### src/rtl/decode_stage.sv
// decode_stage: queued RV32I(M) decode stage between fetch and register-read.
//
// Fetched {instr, pc} pairs go into a small circular FIFO. The head entry is
// decoded combinationally and loaded into an output register that sits
// behind a valid/ready handshake.
//
// Handshake rules: a beat moves on any rising edge where valid and ready are
// both high. The producer holds its data stable while valid is high and
// ready is low. in_ready depends only on registered state and never on
// out_ready.
//
// Ports:
//   clk, rst_n         rising-edge clock, synchronous active-low reset
//   flush              drop every queued entry and the output register
//   in_valid/in_ready  fetch-side handshake; in_instr, in_pc are the payload
//   out_valid/out_ready consumer-side handshake; out_pc plus the decoded
//                      fields (alu_ops, memory controls, format flags,
//                      register indices and uses, imm, illegal)
module decode_stage #(
    parameter int XLEN        = 32,
    parameter int QUEUE_DEPTH = 2,
    parameter int M_EXT       = 1
) (
    input  logic            clk,
    input  logic            rst_n,
    input  logic            flush,
    input  logic            in_valid,
    output logic            in_ready,
    input  logic [31:0]     in_instr,
    input  logic [XLEN-1:0] in_pc,
    output logic            out_valid,
    input  logic            out_ready,
    output logic [XLEN-1:0] out_pc,
    output logic [3:0]      alu_ops,
    output logic            reg_write,
    output logic            mem_read,
    output logic            mem_write,
    output logic            mem_unsigned,
    output logic [1:0]      mem_width,
    output logic            is_lui,
    output logic            is_auipc,
    output logic            is_i_type,
    output logic            is_branch,
    output logic            is_jal,
    output logic            is_jalr,
    output logic [4:0]      rs1,
    output logic [4:0]      rs2,
    output logic [4:0]      rd,
    output logic            rs1_used,
    output logic            rs2_used,
    output logic [31:0]     imm,
    output logic            illegal
);
    localparam int PTR_W = (QUEUE_DEPTH > 1) ? $clog2(QUEUE_DEPTH) : 1;
    localparam int CNT_W = $clog2(QUEUE_DEPTH + 1);

    typedef struct packed {
        logic [3:0]  alu_ops;
        logic        reg_write;
        logic        mem_read;
        logic        mem_write;
        logic        mem_unsigned;
        logic [1:0]  mem_width;
        logic        is_lui;
        logic        is_auipc;
        logic        is_i_type;
        logic        is_branch;
        logic        is_jal;
        logic        is_jalr;
        logic [4:0]  rs1;
        logic [4:0]  rs2;
        logic [4:0]  rd;
        logic        rs1_used;
        logic        rs2_used;
        logic [31:0] imm;
        logic        illegal;
    } dec_t;

    logic [31:0]      q_instr [QUEUE_DEPTH];
    logic [XLEN-1:0]  q_pc    [QUEUE_DEPTH];
    logic [PTR_W-1:0] wr_ptr, rd_ptr;
    logic [CNT_W-1:0] count;
    logic             push, load;
    dec_t             d, q;

    function automatic logic [PTR_W-1:0] next_ptr(input logic [PTR_W-1:0] p);
        return (p == PTR_W'(QUEUE_DEPTH - 1)) ? '0 : p + 1'b1;
    endfunction

    assign in_ready = (count < CNT_W'(QUEUE_DEPTH));
    assign push     = in_valid && in_ready;
    // The output register takes a new entry whenever it is empty or being consumed.
    assign load     = (!out_valid || out_ready) && (count != '0);

    // ---------------- head decode ----------------
    logic [31:0] h;
    logic [6:0]  opcode, f7;
    logic [2:0]  f3;
    logic        legal;
    logic [31:0] imm_i, imm_s, imm_b, imm_u, imm_j;

    assign h      = q_instr[rd_ptr];
    assign opcode = h[6:0];
    assign f3     = h[14:12];
    assign f7     = h[31:25];
    assign imm_i  = {{20{h[31]}}, h[31:20]};
    assign imm_s  = {{20{h[31]}}, h[31:25], h[11:7]};
    assign imm_b  = {{19{h[31]}}, h[31], h[7], h[30:25], h[11:8], 1'b0};
    assign imm_u  = {h[31:12], 12'h000};
    assign imm_j  = {{11{h[31]}}, h[31], h[19:12], h[20], h[30:21], 1'b0};

    always_comb begin
        d        = '0;
        legal    = 1'b1;
        case (opcode)
            7'b0110111: begin d.is_lui = 1'b1; d.reg_write = 1'b1; d.imm = imm_u; end
            7'b0010111: begin d.is_auipc = 1'b1; d.reg_write = 1'b1; d.imm = imm_u; end
            7'b1101111: begin d.is_jal = 1'b1; d.reg_write = 1'b1; d.imm = imm_j; end
            7'b1100111: begin
                d.is_jalr = 1'b1; d.is_i_type = 1'b1; d.reg_write = 1'b1;
                d.rs1_used = 1'b1; d.imm = imm_i;
                legal = (f3 == 3'b000);
            end
            7'b1100011: begin
                d.is_branch = 1'b1; d.rs1_used = 1'b1; d.rs2_used = 1'b1; d.imm = imm_b;
                case (f3)
                    3'b000:  d.alu_ops = 4'b0000;
                    3'b001:  d.alu_ops = 4'b0001;
                    3'b100:  d.alu_ops = 4'b0010;
                    3'b101:  d.alu_ops = 4'b0011;
                    3'b110:  d.alu_ops = 4'b0100;
                    3'b111:  d.alu_ops = 4'b0101;
                    default: legal = 1'b0;
                endcase
            end
            7'b0000011: begin
                d.mem_read = 1'b1; d.reg_write = 1'b1; d.is_i_type = 1'b1;
                d.rs1_used = 1'b1; d.imm = imm_i;
                d.mem_width = f3[1:0]; d.mem_unsigned = f3[2];
                legal = (f3 != 3'b011) && (f3 != 3'b110) && (f3 != 3'b111);
            end
            7'b0100011: begin
                d.mem_write = 1'b1; d.rs1_used = 1'b1; d.rs2_used = 1'b1;
                d.imm = imm_s; d.mem_width = f3[1:0];
                legal = (f3[2] == 1'b0) && (f3[1:0] != 2'b11);
            end
            7'b0010011: begin
                d.is_i_type = 1'b1; d.reg_write = 1'b1; d.rs1_used = 1'b1; d.imm = imm_i;
                case (f3)
                    3'b000: d.alu_ops = 4'b0000;
                    3'b010: d.alu_ops = 4'b1001;
                    3'b011: d.alu_ops = 4'b1011;
                    3'b100: d.alu_ops = 4'b0010;
                    3'b110: d.alu_ops = 4'b0011;
                    3'b111: d.alu_ops = 4'b0100;
                    3'b001: begin d.alu_ops = 4'b0101; legal = (f7 == 7'b0000000); end
                    default: begin
                        // The shift-right immediates carry the arithmetic/logical choice in funct7.
                        if (f7 == 7'b0000000)      d.alu_ops = 4'b0110;
                        else if (f7 == 7'b0100000) d.alu_ops = 4'b1000;
                        else                       legal = 1'b0;
                    end
                endcase
            end
            7'b0110011: begin
                d.reg_write = 1'b1; d.rs1_used = 1'b1; d.rs2_used = 1'b1;
                case (f7)
                    7'b0000000: begin
                        case (f3)
                            3'b000:  d.alu_ops = 4'b0000;
                            3'b001:  d.alu_ops = 4'b0101;
                            3'b010:  d.alu_ops = 4'b1001;
                            3'b011:  d.alu_ops = 4'b1011;
                            3'b100:  d.alu_ops = 4'b0010;
                            3'b101:  d.alu_ops = 4'b0110;
                            3'b110:  d.alu_ops = 4'b0011;
                            default: d.alu_ops = 4'b0100;
                        endcase
                    end
                    7'b0100000: begin
                        if (f3 == 3'b000)      d.alu_ops = 4'b0001;
                        else if (f3 == 3'b101) d.alu_ops = 4'b1000;
                        else                   legal = 1'b0;
                    end
                    7'b0000001: begin
                        if (M_EXT == 0) legal = 1'b0;
                        else begin
                            case (f3)
                                3'b000:  d.alu_ops = 4'b1100;
                                3'b100:  d.alu_ops = 4'b1101;
                                3'b101:  d.alu_ops = 4'b0111;
                                3'b110:  d.alu_ops = 4'b1110;
                                3'b111:  d.alu_ops = 4'b1010;
                                default: legal = 1'b0;   // MULH family unsupported
                            endcase
                        end
                    end
                    default: legal = 1'b0;
                endcase
            end
            7'b0001111: ;   // FENCE: legal, no side effects
            default: legal = 1'b0;
        endcase

        // An illegal word carries only its raw register fields and the flag.
        if (!legal) begin
            d         = '0;
            d.illegal = 1'b1;
        end
        d.rs1 = h[19:15];
        d.rs2 = h[24:20];
        d.rd  = h[11:7];
        if (d.rd == 5'd0) d.reg_write = 1'b0;
    end

    // ---------------- state ----------------
    always_ff @(posedge clk) begin
        if (rst_n && !flush && push) begin
            q_instr[wr_ptr] <= in_instr;
            q_pc[wr_ptr]    <= in_pc;
        end
    end

    always_ff @(posedge clk) begin
        if (!rst_n) begin
            count     <= '0;
            wr_ptr    <= '0;
            rd_ptr    <= '0;
            out_valid <= 1'b0;
            out_pc    <= '0;
            q         <= '0;
        end else if (flush) begin
            count     <= '0;
            wr_ptr    <= '0;
            rd_ptr    <= '0;
            out_valid <= 1'b0;
        end else begin
            if (push) wr_ptr <= next_ptr(wr_ptr);
            if (load) rd_ptr <= next_ptr(rd_ptr);
            if (push && !load)      count <= count + 1'b1;
            else if (!push && load) count <= count - 1'b1;
            if (load) begin
                q         <= d;
                out_pc    <= q_pc[rd_ptr];
                out_valid <= 1'b1;
            end else if (out_ready) begin
                out_valid <= 1'b0;
            end
        end
    end

    assign alu_ops      = q.alu_ops;
    assign reg_write    = q.reg_write;
    assign mem_read     = q.mem_read;
    assign mem_write    = q.mem_write;
    assign mem_unsigned = q.mem_unsigned;
    assign mem_width    = q.mem_width;
    assign is_lui       = q.is_lui;
    assign is_auipc     = q.is_auipc;
    assign is_i_type    = q.is_i_type;
    assign is_branch    = q.is_branch;
    assign is_jal       = q.is_jal;
    assign is_jalr      = q.is_jalr;
    assign rs1          = q.rs1;
    assign rs2          = q.rs2;
    assign rd           = q.rd;
    assign rs1_used     = q.rs1_used;
    assign rs2_used     = q.rs2_used;
    assign imm          = q.imm;
    assign illegal      = q.illegal;
endmodule

### config.mk
export PLATFORM = sky130hd
export DESIGN_NAME = decode_stage
export DESIGN_NICKNAME = d
export VERILOG_FILES = /design/src/rtl/decode_stage.sv
export SDC_FILE = /design/constraint.sdc
export NUM_CORES = 1
export LEC_CHECK = 0
export BUFFER_PORTS_ARGS = -buffer_cell sky130_fd_sc_hd__clkbuf_2
export CAP_MARGIN = 20
export CORE_MARGIN = 3
export CORE_UTILIZATION = 30
export CTS_CLUSTER_DIAMETER = 120
export DETAILED_ROUTE_END_ITERATION = 10
export GPL_ROUTABILITY_DRIVEN = 0
export SLEW_MARGIN = 15
export SYNTH_ARGS = -nofsm -noshare
export SYNTH_HDL_FRONTEND = slang
export SYNTH_SLANG_ARGS = --single-unit
export TNS_END_PERCENT = 20
### constraint.sdc
create_clock -name clk -period 8.19 [get_ports clk]
set_input_delay 0.819 -clock clk [delete_from_list [all_inputs] [get_ports clk]]
set_output_delay 0.819 -clock clk [all_outputs]
set_load 0.01 [all_outputs]
; Yosys cells after proc, flatten, opt, wreduce, memory -nomap -nowiden
; Memories as Yosys holds them, arrays and structs flattened. A register that Yosys moved wholly into a read port is not among the register bits.
; Index checks and enable logic that the tools add are counted.
[totals]
wordCells = 134
ram_bits = 128
n_memories = 2
out_inout_bits = 100
input_bits = 69
regBits = 71
[mem_list]
columns = name, words, word_bits, read_ports, rd_ports_with_merged_regs, wr, line
row1 = q_instr, 2, 32, 1, 1, 1, 79  ; logic [31:0] q_instr [QUEUE_DEPTH];
row2 = q_pc, 2, 32, 1, 1, 1, 80  ; logic [XLEN-1:0] q_pc [QUEUE_DEPTH];
[classes]
eq_ne = 23
mux = 45
n_addsub = 4
reduce_logical = 33
n_bitwise = 3
n_lt_le_gt_ge = 1
[ops]
columns = cell, n
row1 = 32-bit one-hot mux with 5 select lines, 1
row2 = 66-bit two-way mux, 1
row3 = 4-bit one-hot mux with 7 select lines, 2
row4 = "7-bit by 6-bit == test with 1-bit output, second input constant", 4
row5 = 1-bit two-way mux, 27
row6 = 4-bit one-hot mux with 3 select lines, 2
row7 = "7-bit == test, second input constant", 3
row8 = 4-bit one-hot mux with 5 select lines, 1
row9 = 6-bit OR reduction, 3
row10 = 4-bit two-way mux, 4
row11 = 3-bit one-hot mux with 5 select lines, 1
row12 = "7-bit by 5-bit == test with 1-bit output, second input constant", 2
row13 = "3-bit == test, second input constant", 4
row14 = 1-bit logical AND, 9
row15 = "7-bit by 1-bit == test with 1-bit output, second input constant", 1
row16 = "7-bit by 2-bit == test with 1-bit output, second input constant", 1
row17 = "7-bit by 4-bit == test with 1-bit output, second input constant", 1
row18 = 7-bit zero test, 1
row19 = 1-bit one-hot mux with 7 select lines, 1
row20 = 7-bit OR reduction, 1
row21 = "3-bit by 2-bit == test with 1-bit output, second input constant", 2
row22 = 2-bit two-way mux, 3
row23 = "3-bit != test, second input constant", 2
row24 = 2-bit nonzero test, 3
row25 = other kinds (19), 29

; Longest topological paths before layout
[depth]
depth_word = 7
depth_mapped = 10
mapped_depth_nobuf = 6

; Least setup slack after synthesis
; OpenSTA, ideal clock, no wires.
[synth_timing]
path_kind = in2reg
startpoint = input rst_n
endpoint = memory q_instr[0][0], enable pin
arrival_time_ns = 6.008
t_required_ns = 7.612
stages = 3
path_slack_ns = 1.604
path_cell_list = clkbuf_1 -> nand2_1 -> nor3b_1
[synth_between]
elab_chain_cells = 4
[synth_rtl]
columns = element, line
row1 = from (decl), 25  ; input logic rst_n,
row2 = 1-bit logical AND (2 in series), 218  ; if (rst_n && !flush && push) begin
row3 = 1-bit two-way mux, 218
row4 = 1-bit two-way mux (not written as such), 219  ; q_instr[wr_ptr] <= in_instr;
row5 = to (decl), 79
; Every way passes these cells.

==> results by group <==
Logic synthesis
  • Netlist Area Pre-Place: 9440 um^2
  • Post-synth EDFFs: 128
  • FF+latch count, synth: 232
  • Count leader, synth: edfxtp_1
  • Syn Nets: 796
  • Top cells by count, synth: edfxtp_1, dfxtp_1, nand2_1
  • Synth top area share: 40.7%
  • Asr flop ratio synth: 0%
  • Syn Inst Count: 726
  • Yosys cell types: 80
  • Post-synth top area cell: edfxtp_1
  • Area contributors post-synth: edfxtp_1, dfxtp_1, mux2i_1, o211a_1, nand2_1
  • Mapped Avg Cell Area: 13.0 um^2
  • Top_reg_cell synth: edfxtp_1
  • Synth Warn #: 0
  • Sequential area share after synthesis: 62.8%

STA
  • Slew Limit Fails: 0
  • Final hold vios: 0
  • Final setup TNS: 0 ns
  • Unrepaired setup endpoints after global routing: false
  • Crit share post-route: 40.8%
  • Peak Freq: 0.299 GHz
  • Worst slew margin: 33.3%
  • Final setup fails: 0
  • Hold_ws: 0.468 ns
  • Slew @ Worst Pin: 1.00 ns
  • Final setup skew: 0.0123 ns
  • PnR worst setup slack: 4.85 ns
  • Clock period minus worst slack: 3.34 ns

Drt
  • DR vias/cell: 4.98
  • Overall routed net length: 24.6 mm
  • Routed length per instance: 18.9 um
  • DRT iter0 DRCs: 347
  • Antenna Nets Post-Route: 0
  • DRC Markers: 0
  • Drt first pass iters: 6
  • Via count: 6479

Clock tree
  • Post-CTS Hold Fix Bufs: 0
  • CTS buffer count: 26
  • Clock Sinks: 232
  • Setup bufs post-CTS: 0
  • Clk root buf: clkbuf_16
  • Worst-path clk slew: 0.06 ns
  • Post-CTS sizing: 0
  • CTS Buffer Depth: 3
  • CTS tree: done
  • H-tree Lvls: 1
  • Skew-Pair Late Insertion Delay: 0.53 ns

Placement
  • Placed cell areas: 10600 um^2
  • # placed instances: 1252
  • DP HPWL: 16.8 mm
  • IO Port Bufs: 168
  • DP Worst Slack: 4.57 ns

Layout
  • ANT cells: 0
  • Finished Cell Area: 11500 um^2
  • Share of layout cells above drive strength 1: 28.2%
  • Layout net count: 956
  • Fillers: 2994
  • Area delta synth->final: 22.1%
  • Post-layout util: 37.4%
  • Final std cells w/o fill: 1301

GRT
  • First-pass GRT wire length: 37.5 mm
  • Total global routing overflow: 0
  • Vias in the first global route: 6348
  • Antenna violations before repair: 0
  • GRT Overall Usage: 14.2%
  • Largest net degree at the start of global routing: 65

Worst setup path
  • FF-to-FF path depth: 7
  • Worst Setup End Kind: register
  • Worst R2R End: imm[10]
  • Worst path max stage delay: 0.87 ns
  • WS Path Type: reg2reg
  • Critical Path Start Type: register
  • CP Max Fanout: 41
  • Worst EP required: 8.65 ns
  • Register-to-register setup slack: 4.85 ns
  • WP data arrival: 3.80 ns
  • Critical-path cell list: buf_4 -> nor4b_2 -> o221ai_2 -> nor3_1 -> o311a_1 -> o211a_4 -> a32o_1
  • Critical Path Slowest Stage Cell: dfxtp_2

Status
  • Outcome: finished clean

Floorplan
  • Area of the core: 30800 um^2
  • Row Count: 64
  • Initial Utilization: 30.6%
  • Total I/O pin count: 169
  • Die height: 183 um
  • Total die area: 33600 um^2
  • Die width: 183 um

Power
  • Lkg Pwr: 4.66 nW
  • Tot Pwr: 2.77 mW
  • Max VDD drop: 0.000168 V
  • Power density cells: 240 nW/um^2

Hold path
  • Hold worst-path end: imm[25]
  • Hold WC Path Type: reg2reg
  • Hold Startpoint: imm[25]
  • Hold Crit Depth: 2

Flow run
  • # Max-Cap Violations: 0
## cells by family after synthesis
| group | count (synthesis) | synth area share [%] |
|---|---|---|
| DFF | 232 | 62.8 |
| xor gates and xnor gates | 6 | 0.557 |
| buffers and inverters | 49 | 2.48 |
| adders and majority gates | 1 | 0.133 |
| and+or+nand+nor | 174 | 9.58 |
| muxes | 67 | 7.38 |
| AOI/OAI and AO/OA | 197 | 17.1 |
## worst max-delay path, delay by kind of cell (launching register included)
kind            cells  cell delay [ns]
buf+inv             1             0.58
flops               1             0.87
simple gates        2             0.68
compound gates      4             1.11
## worst max path at each step
stage	end	slack, ns	cells after the start
after floorplan	q_instr[0][0]	1.60	3
after global placement	imm[10]	4.62	7
after detailed placement	imm[10]	4.57	7
after CTS	imm[10]	4.83	7
after global routing	imm[28]	4.59	7
final	imm[10]	4.85	7
## registers in the layout (all words and copies together) (netlist names), 2 cells and up, named ones only
register / count
q_pc: 64
out_pc: 32
mem_width: 2
q_instr: 64
imm: 32
alu_ops: 4
rd: 5
rs1: 5
rs2: 5
count: 2
## power breakdown
part	total (mW)	leakage (nW)	switching, mW	internal [mW]
registers	1.32	2.01	0.0394	1.28
logic	0.290	2.24	0.173	0.117
clock network	1.16	0.413	0.454	0.704
total	2.77	4.66	0.667	2.10
## layout by cell type (no fill, tap or decap), types with 6 or more instances in the layout
master,count
dfxtp_1,102
nand3_1,9
nand2b_1,6
nor3_1,7
mux2i_1,57
a22o_1,23
nand2_1,89
and2_1,6
mux2_2,8
buf_4,6
edfxtp_1,128
clkbuf_16,27
clkbuf_2,168
clkbuf_1,9
o211a_1,48
a21oi_1,25
o21bai_1,9
nor2_1,15
o21ai_0,26
o31ai_1,8
## layer usage
| layer | global-route usage, % | wire length (um) | share of wire (%) | vias up |
|---|---|---|---|---|
| met5 | 0 | 0 | 0 | - |
| met1 | 18.6 | 10700 | 44 | 3124 |
| met4 | 3.60 | 591 | 2.4 | 0 |
| met3 | 4.18 | 1910 | 7.7 | 42 |
| met2 | 23.1 | 11400 | 46 | 200 |
| li1 | - | - | - | 3113 |
## final cells by class
class / count / area (um^2) / area share, %
inverter: 5 / 18.8 / 0.163
clock buffer: 40 / 764 / 6.63
sequential: 232 / 5930 / 51.4
tap: 396 / 495 / 4.30
multi-input combinational: 445 / 3300 / 28.6
timing repair buffer: 176 / 926 / 8.03
clock inverter: 7 / 100 / 0.868
(Power assumes the default switching activity.)
